===== src/rtl/redmule_tcdm_arbiter.sv =====
`default_nettype none
// ============================================================================
// Module   : redmule_tcdm_arbiter
// Brief    : Shares MP TCDM banks between the core data port and the wide
//            RedMulE HWPE port, with lock-until-granted and core anti-starvation.
// Revision : 1.0 - initial release
// ============================================================================
module redmule_tcdm_arbiter #(
    parameter int unsigned MP         = 8,
    parameter int unsigned STARVE_MAX = 4
) (
    input  logic               clk_i,
    input  logic               rst_i,

    input  logic               core_req_i,
    output logic               core_gnt_o,
    input  logic [31:0]        core_add_i,
    input  logic               core_wen_i,
    input  logic [3:0]         core_be_i,
    input  logic [31:0]        core_data_i,
    output logic [31:0]        core_r_data_o,
    output logic               core_r_valid_o,

    input  logic               hwpe_req_i,
    output logic               hwpe_gnt_o,
    input  logic [31:0]        hwpe_add_i,
    input  logic               hwpe_wen_i,
    input  logic [MP*4-1:0]    hwpe_be_i,
    input  logic [MP*32-1:0]   hwpe_data_i,
    output logic [MP*32-1:0]   hwpe_r_data_o,
    output logic               hwpe_r_valid_o,

    output logic [MP-1:0]      mem_req_o,
    output logic [MP-1:0]      mem_wen_o,
    output logic [MP*32-1:0]   mem_add_o,
    output logic [MP*32-1:0]   mem_data_o,
    output logic [MP*4-1:0]    mem_be_o,
    input  logic [MP-1:0]      mem_gnt_i,
    input  logic [MP-1:0]      mem_r_valid_i,
    input  logic [MP*32-1:0]   mem_r_data_i
);

    localparam int unsigned BW = (MP > 1) ? $clog2(MP) : 1;
    localparam int unsigned SW = (STARVE_MAX > 0) ? $clog2(STARVE_MAX + 1) : 1;
    localparam logic [SW-1:0] STARVE_LIM = SW'(STARVE_MAX);

    typedef enum logic [1:0] {
        FREE      = 2'd0,
        LOCK_HWPE = 2'd1,
        LOCK_CORE = 2'd2
    } state_t;

    state_t          state_q;
    state_t          state_d;
    logic [SW-1:0]   starve_q;
    logic [BW-1:0]   bank;
    logic            hwpe_sel;
    logic            core_sel;
    logic            hwpe_all_gnt;
    logic            core_bank_gnt;

    logic            tag_valid_q;
    logic            tag_hwpe_q;
    logic [BW-1:0]   tag_bank_q;
    logic [31:0]     rdata_bank [MP];

    generate
        if (MP == 1) begin : g_bank_single
            assign bank = '0;
        end else begin : g_bank_addr
            assign bank = core_add_i[2 +: BW];
        end
    endgenerate

    assign hwpe_all_gnt  = &mem_gnt_i;
    assign core_bank_gnt = mem_gnt_i[bank];

    // Arbitration: decides who is presented this cycle and whether a lock is held.
    always_comb begin
        state_d  = state_q;
        hwpe_sel = 1'b0;
        core_sel = 1'b0;
        case (state_q)
            FREE: begin
                if (hwpe_req_i && (starve_q < STARVE_LIM)) begin
                    hwpe_sel = 1'b1;
                    if (!hwpe_all_gnt) begin
                        state_d = LOCK_HWPE;
                    end
                end else if (core_req_i) begin
                    core_sel = 1'b1;
                    if (!core_bank_gnt) begin
                        state_d = LOCK_CORE;
                    end
                end
            end
            LOCK_HWPE: begin
                if (hwpe_req_i) begin
                    hwpe_sel = 1'b1;
                    if (hwpe_all_gnt) begin
                        state_d = FREE;
                    end
                end else begin
                    state_d = FREE;
                end
            end
            LOCK_CORE: begin
                if (core_req_i) begin
                    core_sel = 1'b1;
                    if (core_bank_gnt) begin
                        state_d = FREE;
                    end
                end else begin
                    state_d = FREE;
                end
            end
            default: begin
                state_d = FREE;
            end
        endcase
    end

    assign hwpe_gnt_o = hwpe_sel & hwpe_all_gnt;
    assign core_gnt_o = core_sel & core_bank_gnt;

    always_ff @(posedge clk_i or posedge rst_i) begin
        if (rst_i) begin
            state_q <= FREE;
        end else begin
            state_q <= state_d;
        end
    end

    // Counts consecutive denied core cycles; saturates so the core wins the next FREE cycle.
    always_ff @(posedge clk_i or posedge rst_i) begin
        if (rst_i) begin
            starve_q <= '0;
        end else if (core_req_i && !core_gnt_o) begin
            if (starve_q != STARVE_LIM) begin
                starve_q <= starve_q + SW'(1);
            end
        end else begin
            starve_q <= '0;
        end
    end

    generate
        for (genvar i = 0; i < MP; i++) begin : g_bank
            logic core_hit;
            assign core_hit = core_sel && (bank == BW'(i));

            assign mem_req_o[i] = hwpe_sel | core_hit;
            assign mem_wen_o[i] = hwpe_sel ? hwpe_wen_i : (core_hit ? core_wen_i : 1'b0);
            assign mem_add_o[32*i +: 32] = hwpe_sel ? (hwpe_add_i + 32'(4 * i))
                                         : (core_hit ? core_add_i : 32'd0);
            assign mem_data_o[32*i +: 32] = hwpe_sel ? hwpe_data_i[32*i +: 32]
                                          : (core_hit ? core_data_i : 32'd0);
            assign mem_be_o[4*i +: 4] = hwpe_sel ? hwpe_be_i[4*i +: 4]
                                      : (core_hit ? core_be_i : 4'd0);

            assign rdata_bank[i] = mem_r_data_i[32*i +: 32];
        end
    endgenerate

    // One tag stage matches the single-cycle memory latency; reset drops in-flight responses.
    always_ff @(posedge clk_i or posedge rst_i) begin
        if (rst_i) begin
            tag_valid_q <= 1'b0;
            tag_hwpe_q  <= 1'b0;
            tag_bank_q  <= '0;
        end else if (hwpe_gnt_o || core_gnt_o) begin
            tag_valid_q <= 1'b1;
            tag_hwpe_q  <= hwpe_gnt_o;
            tag_bank_q  <= bank;
        end else begin
            tag_valid_q <= 1'b0;
        end
    end

    assign core_r_valid_o = tag_valid_q & ~tag_hwpe_q & mem_r_valid_i[tag_bank_q];
    assign core_r_data_o  = core_r_valid_o ? rdata_bank[tag_bank_q] : 32'd0;

    assign hwpe_r_valid_o = tag_valid_q & tag_hwpe_q & (&mem_r_valid_i);
    assign hwpe_r_data_o  = hwpe_r_valid_o ? mem_r_data_i : '0;

endmodule
`default_nettype wire


===== config.mk =====
export PLATFORM = sky130hd
export DESIGN_NAME = redmule_tcdm_arbiter
export DESIGN_NICKNAME = d
export VERILOG_FILES = /design/src/rtl/redmule_tcdm_arbiter.sv
export SDC_FILE = /design/constraint.sdc
export NUM_CORES = 1
export LEC_CHECK = 0
export BUFFER_PORTS_ARGS = -buffer_cell sky130_fd_sc_hd__clkbuf_2
export CORE_AREA = 2 2 598 600
export CTS_CLUSTER_DIAMETER = 50
export DETAILED_ROUTE_END_ITERATION = 16
export DIE_AREA = 0 0 600 602
export SLEW_MARGIN = 0
export SYNTH_ARGS = -nofsm -noshare
export SYNTH_HDL_FRONTEND = slang
export SYNTH_SLANG_ARGS = --single-unit

===== constraint.sdc =====
create_clock -name clk_i -period 2.9 [get_ports clk_i]
set_input_delay 0.58 -clock clk_i [delete_from_list [all_inputs] [get_ports clk_i]]
set_output_delay 0.58 -clock clk_i [all_outputs]
set_load 0.05 [all_outputs]

==> flow_summary_export.csv, run 1 <==
group,metric,value,unit
synth,synth_top_area_share,19.6,%
critical_path,required,2.32,ns
synth,synthFlopType,"dfrtp_1",
critical_path,worstSetupPathType,"reg -> out",
cts,cts_num_sinks,10,
drt,wire_per_inst,42.3,µm
drt,drt_iter0_drc,2803,
synth,synth_cell_types,56,
critical_path,start_kind,"flop",
global_route,antenna_found_initial,284,
cts,cts_buffers,3,
sta,rsz0062_at_grt,"yes",
power,switching_share,57.8,%
power,seq_power_share,2.0,%
die,die_y,602,µm
global_route,overflow,0,
run_status,status,"finished with violations",
die,design.die.area,361000,µm²
placement,portBuffers,1517,
die,start_util,3.80,%
synth,synth-async-reset-ratio,100,%
synth,synth_top_area_cell,"a22o_1",
synth,syn_nets,2678,
sta,tightestPinTransition,0.849,ns
placement,placed_area,44100,µm²
finish,synthToLayoutAreaGrowth,289,%
global_route,grt_pass1_vias,26800,
drt,postRouteAntennaNets,0,
cts,clockBufferDepth,2,
synth,netlist_area,13500,µm²
power,p_switching,7.68,mW
synth,ys_warn_count,0,
finish,final_layout_size_suffix_gt1_share,77.6,%
power,intPower,5.61,mW
finish,stdcell_count,8822,
run,max_cap_viol_count,0,
sta,min_period,3.10,ns
power,total_power,13.3,mW
die,ios,1518,
sta,hold_violations,0,
die,num_rows,219,
sta,setup_slack,-0.201,ns
critical_path,worstPathArrival,2.52,ns
synth,synth_edf_count,0,
cts,insertion_delay,0.24,ns
global_route,grt_first_pass_wirelength,423000,µm
synth,synthTopCellsByArea,"a22o_1 20%, and2_1 12%, mux4_2 11%",
sta,relSlewSlack,43.1,%
power,leakage,21.3,nW
sta,fmax,0.323,GHz
sta,fin_skew,0.00229,ns
placement,place_congestion,0.999,
run_status,violations,"negative setup slack",
power,powerDensity,254,nW/µm²
sta,fin_hold_ws,0.387,ns
drt,route.detailed.drc,0,
global_route,grt_max_degree,45,
power,ir_drop,0.267,mV
synth,ys_seq_elements,10,
synth,yosysMostFrequentCell,"a22o_1",
power,pwr-share-clk,1.8,%
global_route,globalRouteTotalUtil,19.2,%
cts,cts_tree,"yes",
finish,final_nets,4641,
power,comb_power_share,96.2,%
sta,final-setup-viol-count,288,
drt,dr_total_vias,29200,
critical_path,rr_worst_depth,10,
synth,synth.yosys.seq_area_share,1.86,%
cts,htreeDepth,1,
critical_path,path_max_fanout,8,
die,die_w,600,µm
placement,dp_slack,-0.667,ns
placement,dp.cells,8538,
min_path,hp-class,"in -> async",
synth,synth_commonest_cells,"301 x a22o_1, 261 x and2_1, 217 x nand2_1",
drt,vias_per_cell,3.31,
synth,syn_inst,2000,
critical_path,critPathCaptureType,"output port",
cts,clockRootBuffer,"clkbuf_16",
synth,avgSynthCellArea,6.73,µm²
finish,design_area,52400,µm²
drt,drtPass1Iterations,5,
cts,clk_pin_slew,0.04,ns
sta,min_period_over_period,107,%
critical_path,reg2reg_slack,0.83,ns
sta,maxSlewViolCount,0,
drt,wl,373000,µm
die,coreArea,355000,µm²
placement,dp_hpwl,326000,µm
## critical path, cell delays in order, from the launching register on
cell and delay, ns:
dfrtp_4 0.53, mux4_2 0.53, mux2_4 0.37, nand3b_1 0.16
buf_12 0.18, buf_16 0.21, nor2_2 0.08, buf_8 0.17
## cell families (layout without fill, tap and decap cells)
group / count (synthesis) / after routing / share of synthesized area (%)
simple gates: 942 / 942 / 38.1
compound gates: 556 / 556 / 30.5
buf+inv: 288 / 2250 / 8.66
mux: 105 / 105 / 14.2
xor+xnor: 87 / 87 / 5.66
fa+ha+maj: 12 / 12 / 1.11
flops: 10 / 10 / 1.86
other cells: 0 / 109 / 0
## what timing repair did
item / CTS / global route
gates cloned: 18 / 38
endpoints found under the setup margin: 549 / 687
hold buffers: 0 / 0
gates resized for setup: 554 / 704
endpoints found under the hold margin: 0 / 0
setup buffers: 71 / 77
pin swaps: 115 / 164
## final timing paths
check / start / endpoint
setup reg to reg: state_q[1] / tag_bank_q[2]
setup / recovery: tag_bank_q[1] / core_r_data_o[16]
hold reg to reg: tag_hwpe_q / tag_hwpe_q
max in group asynchronous: rst_i / tag_bank_q[2]
hold / removal: rst_i / tag_bank_q[0]
min in group clk_i: tag_hwpe_q / tag_hwpe_q
## layout make-up
cell class | count | area, µm²
Antenna cell | 109 | 273
Clock buffer | 4 | 78.8
Fill cell | 39800 | 302000
Inverter | 17 | 78.8
Multi-Input combinational cell | 1702 | 16600
Sequential cell | 10 | 264
Tap cell | 4751 | 5940
Timing Repair Buffer | 2229 | 29100
## sequential cells by signal (all words and copies together), names as in the netlist
signal       cells
tag_valid_q      1
tag_hwpe_q       1
tag_bank_q       3
state_q          2
starve_q         3
## power by group through the flow
stage	registers [mW]	clock network, mW	logic (mW)
floorplan	0.181	0	4.76
global placement	0.264	0	11.6
detailed placement	0.263	0	11.5
CTS	0.260	0.243	12.4
global route	0.266	0.254	13.1
finish	0.265	0.245	12.8
## layer usage
layer / up-vias / GRT usage, % / share of wire, %
li1: 11600 / - / -
met1: 14700 / 22.8 / 39
met2: 2265 / 29.2 / 43
met3: 568 / 10.6 / 14
met4: 128 / 5.97 / 4.4
met5: - / 0 / 0.23
## layout by cell type, fill, tap and decap left out, types with 72 or more instances in the layout
| cell type | n |
|---|---|
| diode_2 | 109 |
| and2_4 | 188 |
| nand3_1 | 98 |
| buf_12 | 947 |
| buf_4 | 414 |
| a22o_1 | 145 |
| and2_1 | 72 |
| nand2_1 | 159 |
| a22o_4 | 141 |
| buf_6 | 82 |
| clkbuf_2 | 637 |
## stage by stage
step                      util, %  TNS (ns)
after CTS                    13.5    -26.59
after global routing         14.7    -44.21
final                        14.8    -17.94
after detailed placement     12.4    -57.25
after floorplan                 -     -2.10
after global placement       12.4    -58.60
(Power assumes the default switching activity.)
==> run 2, diff against run 1 <==
CELL_PAD_IN_SITES_DETAIL_PLACEMENT = 0   (was not set)
CELL_PAD_IN_SITES_GLOBAL_PLACEMENT = 1   (was not set)
CORE_AREA = 2 2 595 597   (was 2 2 598 600)
DIE_AREA = 0 0 597 599   (was 0 0 600 602)
PLACE_DENSITY_LB_ADDON = 0.1   (was not set)
==> flow_summary_export.csv, run 2 (synthesis results as in run 1) <==
group,metric,value,unit
placement,dp_hpwl,259000,µm
cts,insertion_delay,0.24,ns
critical_path,worstSetupPathType,"in -> out",
run,max_cap_viol_count,0,
drt,postRouteAntennaNets,0,
global_route,globalRouteTotalUtil,15.7,%
die,num_rows,218,
die,die_y,599,µm
min_path,hp-class,"in -> async",
sta,maxSlewViolCount,0,
critical_path,required,2.32,ns
run_status,status,"finished with violations",
cts,cts_tree,"yes",
cts,htreeDepth,1,
sta,tightestPinTransition,0.859,ns
global_route,grt_use_met3,5.72,%
finish,final_layout_size_suffix_gt1_share,75.4,%
critical_path,start_kind,"primary input",
cts,cts_num_sinks,10,
drt,wl,304000,µm
critical_path,path_max_fanout,5,
global_route,global_route.usage.met2,27.5,%
sta,min_period_over_period,108,%
finish,top_regs,"starve_q: 3 flops, tag_bank_q: 3 flops, state_q: 2 flops",
sta,fin_skew,0.00485,ns
finish,final_nets,4683,
sta,hold_violations,0,
sta,final-setup-viol-count,230,
sta,fin_hold_ws,0.359,ns
placement,place_congestion,0.840,
sta,min_period,3.12,ns
sta,rsz0062_at_grt,"yes",
drt,route.detailed.drc,0,
global_route,top_usage_layer,"met2",
global_route,grt_pass1_vias,26700,
cts,cts_buffers,3,
die,start_util,3.83,%
cts,clk_pin_slew,0.05,ns
finish,final_common_cell,"buf_12",
global_route,met1_usage,18.5,%
die,coreArea,351000,µm²
run_status,violations,"negative setup slack",
drt,vias_per_cell,3.05,
sta,relSlewSlack,42.5,%
drt,wire_per_inst,35.1,µm
power,powerDensity,244,nW/µm²
global_route,grt_first_pass_wirelength,356000,µm
global_route,antenna_found_initial,126,
global_route,grt_max_degree,61,
placement,portBuffers,1517,
cts,clockRootBuffer,"clkbuf_16",
sta,fmax,0.321,GHz
global_route,overflow,0,
die,ios,1518,
drt,drtPass1Iterations,7,
critical_path,worstPathArrival,2.54,ns
finish,layout_common_cells,"883 x buf_12, 706 x clkbuf_2, 381 x buf_4",
drt,dr_total_vias,26400,
power,ir_drop,0.250,mV
finish,synthToLayoutAreaGrowth,287,%
drt,drt_iter0_drc,1390,
die,die_w,597,µm
sta,setup_slack,-0.220,ns
placement,dp_slack,-0.761,ns
critical_path,critPathCaptureType,"output port",
cts,clockBufferDepth,2,
die,design.die.area,358000,µm²
power,leakage,21.6,nW
run 2: cell types whose count changed in the layout (fill, tap and decap cells not counted), sizes merged:
cell and change:
buf -30, bufbuf -1, clkbuf +73, clkinv +1, diode -76, inv -1
run 2: metrics by stage:
stage / power (mW) / utilization (%) / cell area (µm²) / setup TNS [ns] / cells
final: 12.7 / 14.9 / 52200 / -15.82 / 8657
after global routing: 13.2 / 14.8 / 52100 / -37.40 / 8639
after CTS: 12.1 / 13.5 / 47300 / -10.44 / 8507
after detailed placement: 11.3 / 12.2 / 43000 / -48.97 / 8392
after global placement: 11.3 / 12.2 / 43000 / -55.71 / 8391
after floorplan: 4.94 / - / 14000 / -2.10 / 2000
run 2: metal layers:
layer	part of all wire [%]	vias to the layer above	wire (µm)
met3	8.5	260	25700
met4	1.9	20	5730
met1	40	13400	123000
met5	0.045	-	137
met2	49	1160	149000
li1	-	11600	-
run 2: report_power, final:
part	switching, mW	leakage (nW)	internal (mW)	total (mW)
registers	0.0544	0.124	0.172	0.226
logic	6.89	21.4	5.32	12.2
clock network	0.0756	0.0444	0.209	0.284
run 2: layout make-up:
cell class | count | area, µm²
fill | 39600 | 299000
clock buffer | 4 | 88.8
timing repair buffer | 2271 | 28800
inverter | 17 | 78.8
multi-input combinational | 1702 | 17100
antenna | 33 | 82.6
tap | 4620 | 5780
sequential | 10 | 260
run 2: repair_timing:
action                                 CTS  global route
endpoints found under the hold margin    0             0
hold buffers                             0             0
pin swaps                              142           215
gates resized for setup                607           738
cloned                                  19            36
setup buffers                          106           129
setup endpoints to repair              404           410
run 2: final timing paths:
| path | start | end | slack [ns] | cells past startpoint |
|---|---|---|---|---|
| setup reg to reg | state_q[1] | tag_bank_q[2] | 0.79 | 7 |
| min in group clk_i | tag_hwpe_q | tag_hwpe_q | 0.59 | 1 |
| setup / recovery | hwpe_add_i[5] | mem_add_o[156] | -0.22 | 14 |
| hold reg to reg | tag_hwpe_q | tag_hwpe_q | 0.59 | 1 |
| max in group asynchronous | rst_i | tag_bank_q[1] | 2.14 | 2 |
| hold / removal | rst_i | tag_hwpe_q | 0.36 | 2 |
run 2: critical path, cell delays in order:
cell	delay (ns)
clkbuf_16	0.14
ha_4	0.19
buf_4	0.13
buf_6	0.11
buf_6	0.11
nand3_4	0.06
buf_12	0.13
buf_8	0.11
buf_8	0.13
nor3_4	0.04
buf_6	0.12
and3_1	0.16
a221o_1	0.31
buf_12	0.17
==> run 3, diff against run 2 <==
CORE_AREA = 3 3 596 598   (was 2 2 595 597)
DIE_AREA = 0 0 599 601   (was 0 0 597 599)
SLEW_MARGIN = not set   (was 0)
==> flow_summary_export.csv, run 3 (synthesis results as in run 1) <==
group,metric,value,unit
run_status,status,"finished with violations",
run_status,violations,"negative setup slack",
power,intPower,5.71,mW
placement,place_congestion,0.840,
finish,layout_common_cells,"852 x buf_12, 767 x clkbuf_2, 393 x buf_4",
critical_path,critPathCaptureType,"output port",
sta,rsz0062_at_grt,"yes",
power,ir_drop,0.230,mV
critical_path,reg2reg_slack,0.90,ns
sta,fmax,0.335,GHz
finish,top_regs,"starve_q: 3 flops, tag_bank_q: 3 flops, state_q: 2 flops",
power,seq_power_share,1.7,%
critical_path,start_kind,"primary input",
global_route,overflow,0,
sta,final-setup-viol-count,15,
critical_path,r2r-end,"tag_bank_q[1]",
drt,dr_total_vias,26000,
die,ios,1518,
cts,cts_num_sinks,10,
cts,clk_pin_slew,0.04,ns
global_route,top_usage_layer,"met2",
critical_path,worstSetupPathType,"in -> out",
run,max_cap_viol_count,0,
critical_path,crit_end,"mem_data_o[14]",
drt,wl,306000,µm
power,pwr-share-clk,2.2,%
global_route,grt_max_degree,77,
power,leakage,20.8,nW
finish,post-route-util,14.3,%
placement,dp_hpwl,262000,µm
die,design.die.area,360000,µm²
min_path,hp-class,"in -> async",
global_route,grt_pass1_vias,26900,
power,powerDensity,253,nW/µm²
die,die_y,601,µm
cts,insertion_delay,0.24,ns
placement,portBuffers,1517,
global_route,grt_first_pass_wirelength,368000,µm
finish,final_common_cell,"buf_12",
cts,cts_tree,"yes",
global_route,globalRouteTotalUtil,16.0,%
die,num_rows,217,
die,coreArea,350000,µm²
power,total_power,12.7,mW
critical_path,timing.rr.start,"state_q[1]",
cts,clockRootBuffer,"clkbuf_16",
critical_path,path_max_fanout,8,
power,p_switching,6.94,mW
finish,final_nets,4645,
sta,fin_skew,0.000987,ns
cts,clockBufferDepth,2,
finish,final_layout_size_suffix_gt1_share,73.5,%
sta,relSlewSlack,60.8,%
critical_path,required,2.32,ns
sta,maxSlewViolCount,0,
sta,setup_tns,-0.577,ns
global_route,antenna_found_initial,143,
die,start_util,3.85,%
finish,synthToLayoutAreaGrowth,271,%
global_route,grt_use_met3,3.27,%
critical_path,worstPathArrival,2.40,ns
critical_path,critPathLaunch,"hwpe_req_i",
placement,dp_slack,-0.615,ns
sta,fin_hold_ws,0.339,ns
critical_path,rr_worst_depth,8,
drt,vias_per_cell,3.02,
power,comb_power_share,96.1,%
global_route,global_route.usage.met2,30.2,%
cts,cts_buffers,3,
die,die_w,599,µm
global_route,met1_usage,18.7,%
cts,htreeDepth,1,
sta,min_period_over_period,103,%
sta,min_period,2.98,ns
drt,wire_per_inst,35.6,µm
power,switching_share,54.8,%
drt,drtPass1Iterations,5,
drt,route.detailed.drc,0,
sta,setup_slack,-0.0816,ns
drt,postRouteAntennaNets,0,
sta,hold_violations,0,
sta,tightestPinTransition,0.587,ns
drt,drt_iter0_drc,1395,
[run 3: layout make-up]
cell class / count / area, µm²
Inverter: 17 / 80.1
Multi-Input combinational cell: 1702 / 16200
Clock buffer: 4 / 88.8
Fill cell: 39500 / 300000
Antenna cell: 33 / 82.6
Tap cell: 4599 / 5750
Sequential cell: 10 / 260
Timing Repair Buffer: 2233 / 27500
[run 3: worst min-delay path by stage]
| stage | cells past startpoint | endpoint | from |
|---|---|---|---|
| floorplan | 1 | starve_q[0] | rst_i |
| CTS | 2 | starve_q[0] | rst_i |
| global placement | 1 | tag_hwpe_q | tag_hwpe_q |
| global route | 2 | starve_q[0] | rst_i |
| finish | 2 | tag_valid_q | rst_i |
| detailed placement | 1 | tag_hwpe_q | tag_hwpe_q |
[run 3: power by group through the flow]
| stage | clock network (mW) | logic, mW | registers (mW) |
|---|---|---|---|
| 4_1_cts | 0.285 | 12.1 | 0.215 |
| 3_5_place_dp | 0 | 11.3 | 0.215 |
| 5_1_grt | 0.294 | 12.7 | 0.218 |
| 3_3_place_gp | 0 | 11.4 | 0.213 |
| 6_report | 0.279 | 12.2 | 0.212 |
| 2_1_floorplan | 0 | 4.76 | 0.181 |
[run 3: critical path, cell delays in order]
cell       delay [ns]
buf_8            0.10
nor3b_4          0.15
buf_12           0.15
buf_6            0.11
nor4b_4          0.27
clkbuf_16        0.26
buf_12           0.14
buf_16           0.14
a22o_1           0.16
buf_6            0.13
buf_12           0.14
[run 3: routing by layer]
metal	share of wire, %	routed length, µm
met1	40	122000
met2	53	162000
met3	5.4	16700
met4	1.5	4730
met5	0.060	185
[run 3: metrics by stage]
step | std cells | area (µm²)
floorplan | 2000 | 14000
global placement | 8396 | 42700
detailed placement | 8396 | 42700
CTS | 8510 | 47300
global route | 8584 | 50000
finish | 8598 | 50000
[run 3: what timing repair did]
action | in CTS | in global routing
pin swaps | 108 | 110
buffers inserted | 102 | 67
resized for setup | 589 | 410
cloned | 23 | 18
hold buffers | 0 | 0
setup endpoints to repair | 456 | 377
